`src/rtl/inst_queue.sv`:
```
// Fetch-to-decode instruction queue: up to two lanes enqueued per cycle,
// one entry per cycle presented in program order to the decoder.
module inst_queue #(
  parameter int DEPTH = 8
) (
  input  logic        clk,
  input  logic        reset,
  input  logic        flush,
  input  logic        in_valid0,
  input  logic        in_valid1,
  input  logic [31:0] in_pc0,
  input  logic [31:0] in_pc1,
  input  logic [31:0] in_inst0,
  input  logic [31:0] in_inst1,
  input  logic        in_pred_taken0,
  input  logic        in_pred_taken1,
  input  logic [31:0] in_pred_target0,
  input  logic [31:0] in_pred_target1,
  input  logic        in_excp0,
  input  logic        in_excp1,
  input  logic [5:0]  in_ecode0,
  input  logic [5:0]  in_ecode1,
  output logic        in_ready,
  output logic        out_valid,
  input  logic        out_ready,
  output logic [31:0] out_pc,
  output logic [31:0] out_inst,
  output logic        out_pred_br_taken,
  output logic [31:0] out_pred_br_target,
  output logic        out_excp,
  output logic [5:0]  out_ecode
);

  localparam int PW = $clog2(DEPTH);
  localparam logic [PW:0] ONE = (PW+1)'(1);
  localparam logic [PW:0] TWO = (PW+1)'(2);
  localparam logic [PW:0] LIM = (PW+1)'(DEPTH - 2);

  typedef struct packed {
    logic [31:0] pc;
    logic [31:0] inst;
    logic        taken;
    logic [31:0] target;
    logic        excp;
    logic [5:0]  ecode;
  } ent_t;

  ent_t        r_mem [DEPTH];
  logic [PW:0] r_head;
  logic [PW:0] r_tail;

  logic [PW:0] w_count;
  logic [PW:0] w_tail1;
  logic        w_enq;
  logic        w_keep1;
  logic        w_deq;
  ent_t        w_ent0;
  ent_t        w_ent1;
  ent_t        w_head;

  assign w_count = r_tail - r_head;
  assign w_tail1 = r_tail + ONE;

  // in_ready depends on registered pointers only
  assign in_ready  = (w_count <= LIM);
  assign out_valid = (w_count != '0);

  // lane1 behind a taken or faulting lane0 is wrong-path
  assign w_keep1 = in_valid1 && !in_pred_taken0 && !in_excp0;
  assign w_enq   = in_ready && in_valid0 && !flush;
  assign w_deq   = out_valid && out_ready && !flush;

  assign w_ent0 = '{pc: in_pc0, inst: in_inst0,
                    taken: in_pred_taken0,
                    target: in_pred_target0,
                    excp: in_excp0, ecode: in_ecode0};
  assign w_ent1 = '{pc: in_pc1, inst: in_inst1,
                    taken: in_pred_taken1,
                    target: in_pred_target1,
                    excp: in_excp1, ecode: in_ecode1};

  always_ff @(posedge clk or posedge reset) begin
    if (reset) begin
      r_head <= '0;
      r_tail <= '0;
      for (int i = 0; i < DEPTH; i++) r_mem[i] <= '0;
    end else if (flush) begin
      r_head <= '0;
      r_tail <= '0;
    end else begin
      if (w_enq) begin
        r_mem[r_tail[PW-1:0]] <= w_ent0;
        if (w_keep1) r_mem[w_tail1[PW-1:0]] <= w_ent1;
        r_tail <= r_tail + (w_keep1 ? TWO : ONE);
      end
      if (w_deq) r_head <= r_head + ONE;
    end
  end

  assign w_head = r_mem[r_head[PW-1:0]];

  assign out_pc             = w_head.pc;
  assign out_inst           = w_head.inst;
  assign out_pred_br_taken  = w_head.taken;
  assign out_pred_br_target = w_head.target;
  assign out_excp           = w_head.excp;
  assign out_ecode          = w_head.ecode;

endmodule

```
`config.mk`:
```
export PLATFORM = sky130hd
export DESIGN_NAME = inst_queue
export DESIGN_NICKNAME = d
export VERILOG_FILES = /design/src/rtl/inst_queue.sv
export SDC_FILE = /design/constraint.sdc
export NUM_CORES = 2
export LEC_CHECK = 0
export CORE_ASPECT_RATIO = 1.75
export CORE_MARGIN = 4
export CORE_UTILIZATION = 42
export DETAILED_ROUTE_END_ITERATION = 16
export SLEW_MARGIN = 20
export SYNTH_ARGS = -nofsm -noshare
export SYNTH_HDL_FRONTEND = slang
export SYNTH_SLANG_ARGS = --single-unit
export TNS_END_PERCENT = 100
```
`constraint.sdc`:
```
create_clock -name clk -period 31.6 [get_ports clk]
set_clock_uncertainty 0.05 [all_clocks]
set_input_delay 3.16 -clock clk [delete_from_list [all_inputs] [get_ports clk]]
set_output_delay 3.16 -clock clk [all_outputs]
set_load 0.01 [all_outputs]
```
==> key figures <==
CTS
  – Worst skew pair latency: 0.67 ns
  – Total CTS buffers: 85
  – CTS resizes: 0
  – Total setup buffers inserted after CTS: 0
  – Bufs on Longest Clock Path: 3
  – CTS Root Cell: clkbuf_16
  – H-tree Lvls: 3
  – Hold_buf cts: 0
  – Clock Sinks: 840
  – CTS tree: done
  – CTS clk-pin slew, worst paths: 0.06 ns

Synth
  – Multiplexer area fraction after synthesis: 10.5%
  – Post-synth EDFFs: 0
  – Sequential fraction of the synthesis area: 46.7%
  – Top cell type by total area after synthesis: dfrtp_1
  – Mapped Nets: 4,065
  – Syn Inst Count: 3,842
  – Synth Flop Type: dfrtp_1
  – Post-synth top area share: 46.7%
  – Yosys warns: 0
  – Largest family of logic cells by synthesized area: compound AO/OA/AOI/OAI gates
  – #FFs+latches synth: 840
  – Synth async-reset ratio: 100%
  – Synth Area in XOR/XNOR: less than 1%
  – Post-synthesis compound-gate area fraction: 32.3%
  – Synth Area in Adders: 0.284%
  – Post-Synth Simple-Gate Area: 3.29%
  – Post-Syn Area: 45,000 um2
  – Syn_area_per_cell: ~12 um2
  – Most frequent cell after synthesis: dfrtp_1
  – Post-synth top cells: 840 x dfrtp_1, 624 x a32oi_1, 624 x o2bb2ai_1
  – Largest cells by area after synthesis: dfrtp_1 47%, a32oi_1 12%, o2bb2ai_1 12%
  – Synth cell types: 44

Placement
  – Placed Area: 47,700 um2
  – Placed wire-length estimate: 85.6 mm
  – IO buf count: 319
  – Placer Congestion: 0.771

Floorplanning
  – IO Pins: 320
  – Die ar.: ~110,000 um2
  – Rows: 158
  – Die X: 255 um
  – Die H: 441 um
  – Core area: 106,000 um2
  – Initial Util: between 40% and 50%

STA
  – Final Max Slew Viols: 0
  – Period utilization: 25.5%
  – Crit path time final: 8.04 ns
  – FMAX: 0.124 GHz
  – Final setup viols: 0
  – Max_slew headroom: 20.8%
  – Hold Fails Final Rpt: 0
  – Unrepaired setup endpoints after global routing: false
  – Worst slew pin tran: 1.19 ns
  – Setup TNS: 0 ns

Worst setup path
  – CP most frequent cell: nand2_1
  – Worst Path Max Fanout: 100
  – Largest stage delay on the critical path: 1.03 ns
  – Critical path's slowest cell: dfrtp_4
  – Crit path depth: 6
  – CP delay by family, top: buffers and inverters
  – Worst EP arrival: 4.83 ns
  – Worst setup endpoint: out_inst[1]
  – R2R setup slack: 25.10 ns
  – Startpoint types: flip-flop
  – Worst reg2reg startpoint: r_head[2]
  – Critical setup path kind: flip-flop to output port
  – Crit end category: output port
  – Cells along the critical path: buf_12 -> buf_4 -> mux4_2 -> nand2_1 -> nand2_1 -> clkdlybuf4s50_1
  – Worst Setup SP: r_head[0]
  – CP required: roughly 28 ns
  – R2R Path End: r_mem[783]
  – Buf/Inv on CP: 3
  – R2r worst-path depth: 9

Pwr
  – Peak supply drop: 0.0863 mV
  – Pwr/cell area: 88.9 nW/um2
  – P_leak: 19.0 nW

Layout
  – Share of cells above drive strength 1: 13.7%
  – Filler cell count in the final layout: around 9,400
  – Register area: 21,000 um2
  – Design Area, Final: 50,700 um2
  – Nets: approximately 3,800
  – Multi-input logic area: 21,100 um2
  – Synthesis-to-layout area growth: 12.6%

Route
  – Initial DRC count: 4,384
  – Antenna Nets Post-Route: 0
  – Per-cell routed wire length: 34.7 um
  – Via total after detailed routing: 37,900
  – Routed wl met3: 13.7 mm
  – Via density: 7.51
  – DR pass1 iterations: 5
  – Met1 Wirelength: 68.4 mm
  – Wirelength, routed: approximately 170 mm
  – DR WL met2: 85.9 mm
  – Post-route DRC violation count: 0
  – Top Layer Used: met5

Worst hold path
  – HP Class: flip-flop to flip-flop
  – Hold path startpoint: r_mem[526]
  – Cell count of the worst hold path: 1

Global route
  – Grt total ovfl: 0
  – Antenna violations before repair: 29
  – First-pass GRT wire length: approximately 260 mm
  – Gr usage total: 29.8%
  – Largest net degree at the start of global routing: 202
  – Vias in the first global route: 38,800

Job
  – Max-cap viol count: 0

Status
  – Outcome: complete, no violations
## layout make-up
class / count / share of cell area, %
multi-input combinational: 2275 / 41.7
sequential: 840 / 41.5
timing repair buffer: 390 / 7.60
clock buffer: 121 / 4.96
tap: 1360 / 3.36
clock inverter: 26 / 0.630
inverter: 15 / 0.146
antenna: 22 / 0.109
## cell usage in the layout (no fill, tap or decap), types with 11 or more instances in the layout
cell,instances
inv_1,11
a2bb2oi_1,144
clkbuf_8,23
buf_4,61
diode_2,22
mux4_2,208
dfrtp_1,837
clkbuf_16,86
nand2_1,317
o22ai_1,208
a32oi_1,624
clkinv_2,11
o2bb2ai_1,624
a2bb2oi_2,58
clkdlybuf4s50_1,319
clkbuf_1,12
## registers in the layout, indices dropped and copies added, names as in the netlist
| register | flops |
|---|---|
| r_head | 4 |
| r_tail | 4 |
| r_mem | 832 |
## metal layers
metal | global-route usage (%) | vias up
met3 | 4.98 | 386
met5 | 0 | -
met4 | 13.7 | 8
met2 | 49.4 | 2262
li1 | - | 15300
met1 | 38.7 | 20000
## stage by stage
stage | setup slack [ns] | hold slack (ns) | total power (W) | utilization [%] | std cells
2_1_floorplan | 4.79 | 0.401 | 0.00272 | - | 3842
3_5_place_dp | 23.00 | 0.418 | 0.00343 | 44.9 | 4876
6_report | 23.56 | 0.434 | 0.00450 | 47.7 | 5049
5_1_grt | 23.21 | 0.445 | 0.00468 | 47.7 | 5042
3_3_place_gp | 22.97 | 0.415 | 0.00340 | 44.9 | 4876
4_1_cts | 23.39 | 0.435 | 0.00449 | 47.6 | 5023
## report_power, final
group / leakage, nW / switching (W) / internal (W)
Sequential: 11.2 / 0.000218 / 0.00139
Combinational: 6.40 / 0.00103 / 0.000801
Clock: 1.40 / 0.000462 / 0.000602
Total: 19.0 / 0.00171 / 0.00279
## worst min path at each step
stage | to | slack, ns
final | r_mem[526] | 0.43
after floorplan | r_mem[520] | 0.40
after global placement | r_mem[351] | 0.42
after global routing | r_mem[537] | 0.44
after CTS | r_mem[469] | 0.43
after detailed placement | r_mem[419] | 0.42
## kinds of logic after synthesis
family                     after synthesis
DFF                                    840
xor gates and xnor gates                 6
and+or+nand+nor                        366
adders and majority gates                9
muxes                                  211
AOI/OAI and AO/OA                     1683
buffers and inverters                  727
(Power assumes the default switching activity.)
